## config.mk

```make
export PLATFORM = sky130hd
export DESIGN_NAME = decode_issue_ctrl_flat
export DESIGN_NICKNAME = d
export VERILOG_FILES = /design/src/rtl/decode_issue_ctrl_pkg.sv /design/src/rtl/decode_issue_ctrl_if.sv /design/src/rtl/decode_issue_ctrl_hold.sv /design/src/rtl/decode_issue_ctrl.sv /design/src/flat_wrapper.sv
export SDC_FILE = /design/constraint.sdc
export NUM_CORES = 1
export LEC_CHECK = 0
export CAP_MARGIN = 20
export CORE_MARGIN = 3
export CORE_UTILIZATION = 34
export DETAILED_ROUTE_END_ITERATION = 6
export GPL_TIMING_DRIVEN = 0
export PLACE_DENSITY = 0.8
export SYNTH_ARGS = -nofsm -noshare
export SYNTH_HDL_FRONTEND = slang
export SYNTH_SLANG_ARGS = --single-unit
```

## constraint.sdc

```tcl
create_clock -name clk -period 1.58 [get_ports clk]
set_clock_uncertainty 0.15 [all_clocks]
set_input_delay 0.158 -clock clk [delete_from_list [all_inputs] [get_ports clk]]
set_output_delay 0.158 -clock clk [all_outputs]
set_load 0.02 [all_outputs]
```

## src/rtl/decode_issue_ctrl_pkg.sv

```systemverilog
// decode_issue_ctrl_pkg: control encodings, opcodes and the E-stage control bundle
package decode_issue_ctrl_pkg;
  typedef enum logic {ALU_SRCA_RD1, ALU_SRCA_PC} AluSrcA_t;
  typedef enum logic {ALU_SRCB_RD2, ALU_SRCB_IMM} AluSrcB_t;
  typedef enum logic [2:0] {
    ALU_OP_ADD, ALU_OP_BRANCH, ALU_OP_ARITH_LOGIC, ALU_OP_LUI, ALU_OP_AUIPC, ALU_OP_MULDIV
  } AluOp_t;
  typedef enum logic [1:0] {RESULT_ALU, RESULT_MEM, RESULT_PC4, RESULT_CSR} ResultSrc_t;
  typedef enum logic [2:0] {
    IMMSRC_I_TYPE, IMMSRC_S_TYPE, IMMSRC_B_TYPE, IMMSRC_U_TYPE, IMMSRC_J_TYPE
  } ImmSrc_t;
  typedef enum logic {PCTARGET_PC, PCTARGET_RS1} PCTargetSrc_t;
  typedef enum logic [2:0] {MUL, MULH, MULHSU, MULHU, DIV, DIVU, REM, REMU} MduOp_t;
  localparam logic [6:0] OP_LOAD   = 7'b0000011;
  localparam logic [6:0] OP_STORE  = 7'b0100011;
  localparam logic [6:0] OP_OP     = 7'b0110011;
  localparam logic [6:0] OP_IMM    = 7'b0010011;
  localparam logic [6:0] OP_JAL    = 7'b1101111;
  localparam logic [6:0] OP_JALR   = 7'b1100111;
  localparam logic [6:0] OP_BRANCH = 7'b1100011;
  localparam logic [6:0] OP_LUI    = 7'b0110111;
  localparam logic [6:0] OP_AUIPC  = 7'b0010111;
  localparam logic [6:0] OP_SYSTEM = 7'b1110011;
  localparam int CNT_W = $clog2(64 + 1);
  typedef struct packed {
    AluSrcA_t     alu_src_a;
    AluSrcB_t     alu_src_b;
    AluOp_t       alu_op;
    ResultSrc_t   result_src;
    PCTargetSrc_t pc_target_src;
    logic         reg_write;
    logic         mem_write;
    logic         jump;
    logic         branch;
    logic         csr_inc;
  } ctrl_t;
endpackage

```

## src/rtl/decode_issue_ctrl_if.sv

```systemverilog
// decode_issue_ctrl_if: D-side handshake and E-stage control bundle
interface decode_issue_ctrl_if;
  import decode_issue_ctrl_pkg::*;
  logic [31:0]  InstrD;
  logic         ValidD;
  logic         ReadyD;
  logic         StallE;
  logic         FlushE;
  ImmSrc_t      ImmSrcD;
  AluSrcA_t     AluSrcAE;
  AluSrcB_t     AluSrcBE;
  AluOp_t       AluOpE;
  ResultSrc_t   ResultSrcE;
  PCTargetSrc_t PCTargetSrcE;
  logic         RegWriteE;
  logic         MemWriteE;
  logic         JumpE;
  logic         BranchE;
  logic         CsrInstrIncE;
  logic         MduE;
  MduOp_t       MduOpE;
  logic         MduStartE;
  logic         MduLastE;
  logic         ValidE;
  logic         IllegalE;
  modport master (
    output InstrD, ValidD, StallE, FlushE,
    input  ReadyD, ImmSrcD, AluSrcAE, AluSrcBE, AluOpE, ResultSrcE, PCTargetSrcE,
           RegWriteE, MemWriteE, JumpE, BranchE, CsrInstrIncE,
           MduE, MduOpE, MduStartE, MduLastE, ValidE, IllegalE
  );
  modport slave (
    input  InstrD, ValidD, StallE, FlushE,
    output ReadyD, ImmSrcD, AluSrcAE, AluSrcBE, AluOpE, ResultSrcE, PCTargetSrcE,
           RegWriteE, MemWriteE, JumpE, BranchE, CsrInstrIncE,
           MduE, MduOpE, MduStartE, MduLastE, ValidE, IllegalE
  );
endinterface

```

## src/rtl/decode_issue_ctrl_hold.sv

```systemverilog
// issue_hold_counter: saturating down-counter that keeps an RV32M op resident in E
module issue_hold_counter #(
  parameter int W = 7
) (
  input  logic         clk,
  input  logic         rst,
  input  logic         clr,
  input  logic         load,
  input  logic         dec,
  input  logic [W-1:0] load_val,
  output logic         busy,
  output logic         last
);
  logic [W-1:0] cnt;
  always_ff @(posedge clk)
    if (rst || clr) cnt <= '0;
    else if (load) cnt <= load_val;
    else if (dec && cnt != '0) cnt <= cnt - 1'b1;
  assign busy = cnt > W'(1);
  assign last = cnt == W'(1) && dec;
endmodule

```

## src/rtl/decode_issue_ctrl.sv

```systemverilog
// decode_issue_ctrl: D->E decode/issue stage with handshake, stall/flush and RV32M hold.
// Define KIANV_RV32M_EN to enable RV32M decode and the multi-cycle hold sequencing.
module decode_issue_ctrl
  import decode_issue_ctrl_pkg::*;
#(
  parameter int XLEN        = 32,
  parameter int MUL_LATENCY = 1,
  parameter int DIV_LATENCY = 34
) (
  input logic                clk,
  input logic                reset,
  decode_issue_ctrl_if.slave bus
);
  if (XLEN != 32 || MUL_LATENCY < 1 || MUL_LATENCY > 8 || DIV_LATENCY < 1 || DIV_LATENCY > 64) begin : g_bad_param
    $error("decode_issue_ctrl: unsupported parameter set");
  end
  ctrl_t   d, e;
  ImmSrc_t imm;
  logic    legal, is_m, ready, accept, bubble, valid_e, illegal_e;
  assign is_m = bus.InstrD[6:0] == OP_OP && bus.InstrD[31:25] == 7'b0000001;
  always_comb begin
    d = '0;
    imm = IMMSRC_I_TYPE;
    legal = bus.InstrD[1:0] == 2'b11;
    case (bus.InstrD[6:0])
      OP_LOAD:   begin d.alu_src_b = ALU_SRCB_IMM; d.result_src = RESULT_MEM; d.reg_write = 1'b1; end
      OP_STORE:  begin d.alu_src_b = ALU_SRCB_IMM; d.mem_write = 1'b1; imm = IMMSRC_S_TYPE; end
      OP_OP: begin
        d.alu_op = ALU_OP_ARITH_LOGIC;
        d.reg_write = 1'b1;
        if (is_m) begin
`ifdef KIANV_RV32M_EN
          d.alu_op = ALU_OP_MULDIV;
`else
          legal = 1'b0;
`endif
        end
      end
      OP_IMM:    begin d.alu_op = ALU_OP_ARITH_LOGIC; d.alu_src_b = ALU_SRCB_IMM; d.reg_write = 1'b1; end
      OP_JAL:    begin d.jump = 1'b1; d.result_src = RESULT_PC4; d.reg_write = 1'b1; imm = IMMSRC_J_TYPE; end
      OP_JALR:   begin d.jump = 1'b1; d.result_src = RESULT_PC4; d.pc_target_src = PCTARGET_RS1; d.reg_write = 1'b1; end
      OP_BRANCH: begin d.branch = 1'b1; d.alu_op = ALU_OP_BRANCH; imm = IMMSRC_B_TYPE; end
      OP_LUI:    begin d.alu_op = ALU_OP_LUI; d.alu_src_b = ALU_SRCB_IMM; d.reg_write = 1'b1; imm = IMMSRC_U_TYPE; end
      OP_AUIPC: begin
        d.alu_op = ALU_OP_AUIPC;
        d.alu_src_a = ALU_SRCA_PC;
        d.alu_src_b = ALU_SRCB_IMM;
        d.reg_write = 1'b1;
        imm = IMMSRC_U_TYPE;
      end
      OP_SYSTEM: begin d.result_src = RESULT_CSR; d.reg_write = 1'b1; end
      default:   legal = 1'b0;
    endcase
    if (!legal) d = '0;
    d.csr_inc = legal;
  end
  assign accept = bus.ValidD & ready & !bus.StallE & !bus.FlushE;
  assign bubble = bus.FlushE | (!bus.ValidD & ready & !bus.StallE);
  always_ff @(posedge clk)
    if (reset || bubble) begin
      e <= '0;
      valid_e <= 1'b0;
      illegal_e <= 1'b0;
    end else if (accept) begin
      e <= d;
      valid_e <= 1'b1;
      illegal_e <= !legal;
    end
  assign bus.ImmSrcD      = imm;
  assign bus.ReadyD       = ready;
  assign bus.AluSrcAE     = e.alu_src_a;
  assign bus.AluSrcBE     = e.alu_src_b;
  assign bus.AluOpE       = e.alu_op;
  assign bus.ResultSrcE   = e.result_src;
  assign bus.PCTargetSrcE = e.pc_target_src;
  assign bus.RegWriteE    = e.reg_write;
  assign bus.MemWriteE    = e.mem_write;
  assign bus.JumpE        = e.jump;
  assign bus.BranchE      = e.branch;
  assign bus.CsrInstrIncE = e.csr_inc;
  assign bus.ValidE       = valid_e;
  assign bus.IllegalE     = illegal_e;
`ifdef KIANV_RV32M_EN
  logic   mdu_d, mdu_e, start_e, busy, last;
  MduOp_t mduop_e;
  logic   unused_ok;
  assign mdu_d = legal & is_m;
  assign unused_ok = ^{bus.InstrD[24:15], bus.InstrD[11:7]};
  always_ff @(posedge clk) begin
    if (reset || bubble) begin
      mdu_e <= 1'b0;
      mduop_e <= MUL;
    end else if (accept) begin
      mdu_e <= mdu_d;
      mduop_e <= mdu_d ? MduOp_t'(bus.InstrD[14:12]) : MUL;
    end
    start_e <= !reset & accept & mdu_d;
  end
  // flush also blocks the decrement so an aborted op never reports its last cycle
  issue_hold_counter #(.W(CNT_W)) u_hold (
    .clk      (clk),
    .rst      (reset),
    .clr      (bubble | (accept & !mdu_d)),
    .load     (accept & mdu_d),
    .dec      (!bus.StallE & !bus.FlushE),
    .load_val (bus.InstrD[14] ? CNT_W'(DIV_LATENCY) : CNT_W'(MUL_LATENCY)),
    .busy     (busy),
    .last     (last)
  );
  assign ready         = !busy;
  assign bus.MduE      = mdu_e;
  assign bus.MduOpE    = mduop_e;
  assign bus.MduStartE = start_e;
  assign bus.MduLastE  = last;
`else
  logic unused_ok;
  assign unused_ok     = ^{bus.InstrD[24:12], bus.InstrD[11:7]};
  assign ready         = 1'b1;
  assign bus.MduE      = 1'b0;
  assign bus.MduOpE    = MUL;
  assign bus.MduStartE = 1'b0;
  assign bus.MduLastE  = 1'b0;
`endif
endmodule

```

## src/flat_wrapper.sv

```systemverilog
// flat-port wrapper written by rule: the top's interface ports become plain ports
module decode_issue_ctrl_flat import decode_issue_ctrl_pkg::*;
#(
  parameter int XLEN        = 32,
  parameter int MUL_LATENCY = 1,
  parameter int DIV_LATENCY = 34
)
  (clk, reset, bus_InstrD, bus_ValidD, bus_StallE, bus_FlushE, bus_ReadyD, bus_ImmSrcD, bus_AluSrcAE, bus_AluSrcBE, bus_AluOpE, bus_ResultSrcE, bus_PCTargetSrcE, bus_RegWriteE, bus_MemWriteE, bus_JumpE, bus_BranchE, bus_CsrInstrIncE, bus_MduE, bus_MduOpE, bus_MduStartE, bus_MduLastE, bus_ValidE, bus_IllegalE);
  decode_issue_ctrl_if bus_i ();
  input logic clk;
  input logic reset;
  input wire logic [$bits(bus_i.InstrD)-1:0] bus_InstrD;
  input wire logic [$bits(bus_i.ValidD)-1:0] bus_ValidD;
  input wire logic [$bits(bus_i.StallE)-1:0] bus_StallE;
  input wire logic [$bits(bus_i.FlushE)-1:0] bus_FlushE;
  output wire logic [$bits(bus_i.ReadyD)-1:0] bus_ReadyD;
  output wire logic [$bits(bus_i.ImmSrcD)-1:0] bus_ImmSrcD;
  output wire logic [$bits(bus_i.AluSrcAE)-1:0] bus_AluSrcAE;
  output wire logic [$bits(bus_i.AluSrcBE)-1:0] bus_AluSrcBE;
  output wire logic [$bits(bus_i.AluOpE)-1:0] bus_AluOpE;
  output wire logic [$bits(bus_i.ResultSrcE)-1:0] bus_ResultSrcE;
  output wire logic [$bits(bus_i.PCTargetSrcE)-1:0] bus_PCTargetSrcE;
  output wire logic [$bits(bus_i.RegWriteE)-1:0] bus_RegWriteE;
  output wire logic [$bits(bus_i.MemWriteE)-1:0] bus_MemWriteE;
  output wire logic [$bits(bus_i.JumpE)-1:0] bus_JumpE;
  output wire logic [$bits(bus_i.BranchE)-1:0] bus_BranchE;
  output wire logic [$bits(bus_i.CsrInstrIncE)-1:0] bus_CsrInstrIncE;
  output wire logic [$bits(bus_i.MduE)-1:0] bus_MduE;
  output wire logic [$bits(bus_i.MduOpE)-1:0] bus_MduOpE;
  output wire logic [$bits(bus_i.MduStartE)-1:0] bus_MduStartE;
  output wire logic [$bits(bus_i.MduLastE)-1:0] bus_MduLastE;
  output wire logic [$bits(bus_i.ValidE)-1:0] bus_ValidE;
  output wire logic [$bits(bus_i.IllegalE)-1:0] bus_IllegalE;
  assign bus_i.InstrD = bus_InstrD;
  assign bus_i.ValidD = bus_ValidD;
  assign bus_i.StallE = bus_StallE;
  assign bus_i.FlushE = bus_FlushE;
  assign bus_ReadyD = bus_i.ReadyD;
  assign bus_ImmSrcD = bus_i.ImmSrcD;
  assign bus_AluSrcAE = bus_i.AluSrcAE;
  assign bus_AluSrcBE = bus_i.AluSrcBE;
  assign bus_AluOpE = bus_i.AluOpE;
  assign bus_ResultSrcE = bus_i.ResultSrcE;
  assign bus_PCTargetSrcE = bus_i.PCTargetSrcE;
  assign bus_RegWriteE = bus_i.RegWriteE;
  assign bus_MemWriteE = bus_i.MemWriteE;
  assign bus_JumpE = bus_i.JumpE;
  assign bus_BranchE = bus_i.BranchE;
  assign bus_CsrInstrIncE = bus_i.CsrInstrIncE;
  assign bus_MduE = bus_i.MduE;
  assign bus_MduOpE = bus_i.MduOpE;
  assign bus_MduStartE = bus_i.MduStartE;
  assign bus_MduLastE = bus_i.MduLastE;
  assign bus_ValidE = bus_i.ValidE;
  assign bus_IllegalE = bus_i.IllegalE;
  decode_issue_ctrl #(.XLEN(XLEN), .MUL_LATENCY(MUL_LATENCY), .DIV_LATENCY(DIV_LATENCY)) u_core (.clk(clk), .reset(reset), .bus(bus_i));
endmodule
```

==> flow_summary.yaml, run 1 <==
sta:
  setup_viol: 0
  worstMarginPinSlew_ns: 0.6372
  setup_slack_ns: 0.04303
  tns_ns: 0
  period_needed_ns: 1.537
  rsz0062_at_grt: "false"
  drv_slew: 0
  fin_crit_sh_pct: 97.28
  hold_viol_final: 0
  slew-limit-headroom_pct: 57.07
  max_freq_ghz: 0.6506
placement:
  gp_congestion: 0.8008
  hpwlAfterDp_mm: 1.838
  dpl_worst_slack_ns: -0.6779
  portBuffers: 34
worst_setup_path:
  reg2reg_to: "u_core.bus.MemWriteE"
  r2r_setup_slack_ns: 0.74
  slowest_stage: "clkdlybuf4s50_1"
  r2r_start: "u_core.bus.MemWriteE"
  ff2ff_path_depth: 2
  startpoint_type: "register"
  cpPeakStageDelay_ns: 0.60
  required_ns: 1.27
  path_max_fanout: 2
  crit_chain: "clkdlybuf4s50_1"
  cp.buffers_inverters: 1
  path_class: "register to output pin"
  arrival_ns: 1.23
  crit_path_end_kind: "output pin"
  cpLargestDelayFamily: "buffers and inverters"
cells_and_area:
  antennaDiodeCount: 0
  finalNetCount: 187
  fill_cells: 224
  drive_above_1_share_pct: 26.17
  areaGrowthSynthToFinish_pct: 65.54
  final_util_pct: 61.49
status:
  status: "complete, no violations"
pwr:
  peakVddDrop_mv: 0.4010
  power_leakage_nw: 0.8222
  power_uw: 776.3
  power_density_nw_per_um2: 549.5
synthesis:
  synth.mux.area_fraction_pct: 1.173
  synth-main-ff-cell: "dfxtp_1"
  synth_compound_area_share_pct: 22.58
  synth_top_family_by_area: "simple AND/OR/NAND/NOR gates"
  synthCells: 104
  ys.warnings.count: 0
  yosysTopAreaCellShare_pct: 35.19
  netlist_area_um2: 853.3
  synthSimpleGateAreaFrac_pct: 28.45
  async_reset_ff_share_pct: 0
  yosysSeqAreaShare_pct: 35.19
  ys_ff_latch: 15
  synth.avg_cell_area_um2: 8.205
  yosys.area_share.adder_pct: 0
  yosys.area.top_type: "dfxtp_1"
  synth.distinct_cells: 39
  synth-xor-area-share_pct: 0
  synth_edf_count: 0
  ys_top_cells_by_area: "dfxtp_1, nor2_1, buf_4"
clock_tree:
  numCtsBuffers: 3
  clkSlewWorstSetupHoldPaths_ns: 0.10
  cts_tree: "yes"
  htree_levels: 1
  postCtsHoldBufs: 0
  clk_latency_ns: 0.29
  clock_path_buffers: 2
  cts.sink_count: 15
  cts-root-buf: "clkbuf_4"
floorplan:
  rows: 17
  pin_count: 62
  dieArea_um2: 3147
  dieHeight_um: 56.10
  core_area_um2: 2297
  die_x_um: 56.10
  start_util_pct: 37.15
global_route:
  gr-usage-all-layers_pct: 15.74
  grt_max_degree: 11
  grt_pass1_wl_mm: 3.946
  grt_overflow_total: 0
  antenna_found_initial: 0
  grt_pass1_vias: 896
drt:
  wl_mm: 2.535
  drt_iter0_markers: 9
  vias: 907
  viasPerCell: 5.124
  first_pass_iters: 4
  antenna_left: 0
  route.detailed.drc: 0
  wire_per_inst_um: 14.32
min_path:
  hold-path-cell-count: 4
  hold_path_class: "input pin to register"
  min_to: "u_core.bus.AluOpE[1]"
  hp-start: "bus_InstrD[2]"
run:
  maxCapViolCount: 0
-- kinds of logic (layout without fill, tap and decap cells) --
kind of cell    count (synthesis)  count (layout)
simple gates                   45              45
compound gates                 25              25
other cells                     2               7
mux                             1               1
flops                          15              15
buf+inv                        16              56
-- layout by cell type (no fill, tap or decap), types with 2 or more instances in the layout --
cell type / n
dlymetal6s2s_1: 17
dfxtp_1: 15
buf_4: 12
nor2_1: 12
nand2_1: 9
clkdlybuf4s50_1: 9
conb_1: 7
dlygate4sd2_1: 5
buf_6: 4
a21oi_1: 4
buf_2: 3
nor2_2: 3
nand2b_1: 3
a21o_1: 3
o21ai_0: 3
clkbuf_4: 3
nand3b_1: 2
nor4_2: 2
nor3b_1: 2
a211oi_2: 2
nand3_1: 2
a32o_1: 2
a22oi_1: 2
-- layer usage --
layer / GRT usage (%) / part of all wire [%] / up-vias
met3: 6.032 / 10 / 4
met2: 26.04 / 50 / 47
met4: 10.17 / 2.0 / 0
met5: 0 / 0 / -
li1: - / - / 447
met1: 16.48 / 37 / 409
-- registers in the layout (all words and copies together), names as in the netlist --
signal	cells
u_core.bus.AluOpE	3
u_core.bus.AluSrcAE	1
u_core.bus.AluSrcBE	1
u_core.bus.BranchE	1
u_core.bus.CsrInstrIncE	1
u_core.bus.IllegalE	1
u_core.bus.JumpE	1
u_core.bus.MemWriteE	1
u_core.bus.PCTargetSrcE	1
u_core.bus.RegWriteE	1
u_core.bus.ResultSrcE	2
u_core.bus.ValidE	1
-- synth_stat cells (2+ instances only) --
library cell   n
a211oi_2       2
a21o_1         3
a21oi_1        5
a22oi_1        2
a32o_1         2
buf_2          5
buf_4          7
clkbuf_1       2
conb_1         2
dfxtp_1       15
nand2_1        9
nand2b_1       3
nand3_1        2
nand3b_1       2
nor2_1        15
nor3b_1        2
nor4_1         2
o21ai_0        3
-- cell type report --
type                            instances  area (µm²)  area share (%)
Buffer                                 14       107.6           7.617
Clock buffer                            3       22.52           1.594
Clock inverter                          1       5.005          0.3543
Inverter                                1       3.754          0.2657
Multi-Input combinational cell         78       545.5           38.62
Sequential cell                        15       300.3           21.26
Tap cell                               28       35.03           2.480
Timing Repair Buffer                   37       392.9           27.81
-- worst max-delay path by stage --
stage	start	end	slack (ns)	cells after the start
finish	u_core.bus.AluOpE[2]	bus_AluOpE[2]	0.04	1
global route	u_core.bus.AluOpE[2]	bus_AluOpE[2]	0.001	1
CTS	u_core.bus.MemWriteE	bus_MemWriteE	0.003	1
detailed placement	bus_InstrD[4]	bus_ImmSrcD[2]	-0.68	6
global placement	bus_InstrD[6]	bus_ImmSrcD[2]	-0.66	6
floorplan	bus_InstrD[2]	u_core.bus.IllegalE	0.19	5
-- stage by stage --
stage / std cells / instance area, µm² / hold WS [ns]
final: 177 / 1413 / 0.05184
after detailed placement: 171 / 1247 / 0.2914
after global routing: 177 / 1413 / 0.09333
after CTS: 176 / 1328 / 0.04974
after global placement: 171 / 1247 / 0.2869
after floorplan: 109 / 872.1 / 0.2198
-- power by group --
| part | switching, mW | internal (mW) | total [mW] | leakage, nW |
|---|---|---|---|---|
| registers | 0.000724 | 0.379 | 0.380 | 0.121 |
| clock network | 0.134 | 0.0944 | 0.228 | 0.0177 |
| logic | 0.0863 | 0.0816 | 0.168 | 0.684 |
-- timing repair --
action / in CTS / in global routing
setup endpoints to repair: 10 / 26
pin swaps: 1 / 2
resized for setup: 30 / 25
setup buffers: 2 / 1
Note: power is estimated with default switching activity, not from simulation.
==> run 2, diff against run 1 <==
- ABC_CLOCK_PERIOD_IN_PS: not set -> 1580
- CORE_UTILIZATION: 34 -> 35
- PLACE_DENSITY: 0.8 -> 0.79
- SYNTH_HIERARCHICAL: not set -> 1
==> flow_summary.yaml, run 2 <==
status:
  status: "complete, no violations"
sta:
  fin_crit_sh_pct: 97.78
  drv_slew: 0
  setup_viol: 0
  rsz0062_at_grt: "false"
  hold_viol_final: 0
  max_freq_ghz: 0.6473
  setup_slack_ns: 0.03508
  period_needed_ns: 1.545
clock_tree:
  cts-root-buf: "clkbuf_4"
  clkSlewWorstSetupHoldPaths_ns: 0.09
  cts.sink_count: 15
  clock_path_buffers: 2
  htree_levels: 1
  clk_latency_ns: 0.27
  numCtsBuffers: 3
  cts_tree: "yes"
global_route:
  grt_pass1_wl_mm: 3.967
  grt_max_degree: 11
  antenna_found_initial: 0
  grt_pass1_vias: 921
  gr-usage-all-layers_pct: 14.85
  grt_overflow_total: 0
pwr:
  power_leakage_nw: 0.6126
  swShare_pct: 27.32
  p_int_uw: 571.5
  clkPwrFrac_pct: 27.4
  power_uw: 786.3
  switchingPower_uw: 214.8
  power_density_nw_per_um2: 535.3
  peakVddDrop_mv: 0.4558
  seqPwrFrac_pct: 48.3
  pwr-share-comb_pct: 24.3
worst_setup_path:
  path_max_fanout: 2
  crit_path_end_kind: "output pin"
  required_ns: 1.27
  cpLargestDelayFamily: "buffers and inverters"
  crit_chain: "clkdlybuf4s50_1"
  path_class: "register to output pin"
  startpoint_type: "register"
  arrival_ns: 1.24
  cpPeakStageDelay_ns: 0.61
  cp.buffers_inverters: 1
  slowest_stage: "clkdlybuf4s50_1"
synthesis:
  yosys.area.top_type: "dfxtp_1"
  yosysTopAreaCellShare_pct: 32.52
  async_reset_ff_share_pct: 0
  yosysSeqAreaShare_pct: 32.52
  ys_top_cells_by_area: "dfxtp_1, buf_4, nand2_1"
  synthTopCellsByCount: "dfxtp_1, nand2_1, nor2_1"
  synth_edf_count: 0
  netlist_area_um2: 923.4
  ys.warnings.count: 6
  synth.avg_cell_area_um2: 8.471
  yosysMostFrequentCell: "dfxtp_1"
  synth-main-ff-cell: "dfxtp_1"
  ys_ff_latch: 15
  synthCells: 109
  synth.distinct_cells: 42
placement:
  portBuffers: 35
  dpl_worst_slack_ns: -0.7907
  gp_congestion: 0.7821
  hpwlAfterDp_mm: 1.778
  placedCellCount: 177
cells_and_area:
  final_common_cell: "clkdlybuf4s50_1"
  stdcell_count: 190
  finalNetCount: 200
  fill_cells: 190
  layout_common_cells: "clkdlybuf4s50_1, buf_4, dfxtp_1, nand2_1, nor2_1"
  areaGrowthSynthToFinish_pct: 59.08
  drive_above_1_share_pct: 29.01
  largest_register_ffs: 3
  antennaDiodeCount: 0
run:
  maxCapViolCount: 0
floorplan:
  start_util_pct: 39.11
  die_x_um: 57.37
  pin_count: 62
  rows: 17
  dieHeight_um: 57.37
  dieArea_um2: 3291
  core_area_um2: 2361
min_path:
  hold_path_class: "input pin to register"
drt:
  wire_per_inst_um: 13.65
  route.detailed.drc: 0
  antenna_left: 0
  drt_iter0_markers: 34
  vias: 961
  wl_mm: 2.593
  first_pass_iters: 4
  viasPerCell: 5.058
[run 2: cell types whose count changed after synthesis, sizes merged, moves of 2 or more]
cell	before	now
nand2	9	14
nor3	1	3
nor2	15	13
a32oi	0	3
o31ai	1	3
a32o	2	0
nand3	2	4
nand2b	3	1
and2b	0	2
[run 2: layout make-up]
cell class | instances | area (µm²) | share of cell area (%)
Buffer | 13 | 110.1 | 7.496
Clock buffer | 4 | 26.28 | 1.789
Inverter | 2 | 7.507 | 0.5111
Multi-Input combinational cell | 84 | 580.6 | 39.52
Sequential cell | 15 | 300.3 | 20.44
Tap cell | 28 | 35.03 | 2.385
Timing Repair Buffer | 44 | 409.1 | 27.85
[run 2: routing by layer]
layer,wire length [µm],track usage [%]
met4,25,4.636
met3,197,3.167
met5,0,0
met2,1322,26.45
met1,1047,17.57
[run 2: power groups by stage]
stage               clock, mW  combinational (mW)  sequential, mW
CTS                     0.221               0.180           0.380
global placement            0               0.167           0.389
finish                  0.215               0.191           0.380
global route            0.231               0.207           0.380
detailed placement          0               0.170           0.389
floorplan                   0              0.0993           0.391
[run 2: through the flow]
step                      hold slack (ns)  TNS, ns  util [%]  cell area [µm²]
after floorplan                    0.2041        0         -            942.2
after global placement             0.2890   -7.300     56.23             1328
after detailed placement           0.2928   -7.506     56.23             1328
after CTS                          0.1509        0     59.78             1411
after global routing               0.1798        0     62.22             1469
final                              0.1590        0     62.22             1469
[run 2: kinds of logic after synthesis]
family          count (synthesis)  share of synthesized area [%]
compound gates                 25                          20.87
flops                          15                          32.52
simple gates                   51                          33.74
other cells                     2                         0.8133
mux                             1                          1.084
buf+inv                        15                          10.97
[run 2: worst register-to-register path, cell delays in order (launching register included)]
cell and delay [ns]:
dfxtp_1 0.35, nand2_1 0.07, a221oi_2 0.25
[run 2: repair_timing]
item | 4_1_cts | 5_1_grt
endpoints found under the setup margin | 17 | 17
pin swaps | 1 | 1
buffers inserted | 4 | 5
hold buffers | 0 | 0
gates resized for setup | 32 | 12
[run 2: path summary, 6_finish.rpt]
path	startpoint	endpoint	slack [ns]	cells after the start
worst max-delay path	u_core/bus.AluSrcBE	bus_AluSrcBE	0.04	1
worst max register to register	u_core/bus.RegWriteE	u_core/bus.RegWriteE	0.67	2
worst min register to register	u_core/bus.AluOpE[0]	u_core/bus.AluOpE[0]	0.30	2
worst min-delay path	bus_InstrD[6]	u_core/bus.ResultSrcE[1]	0.16	3
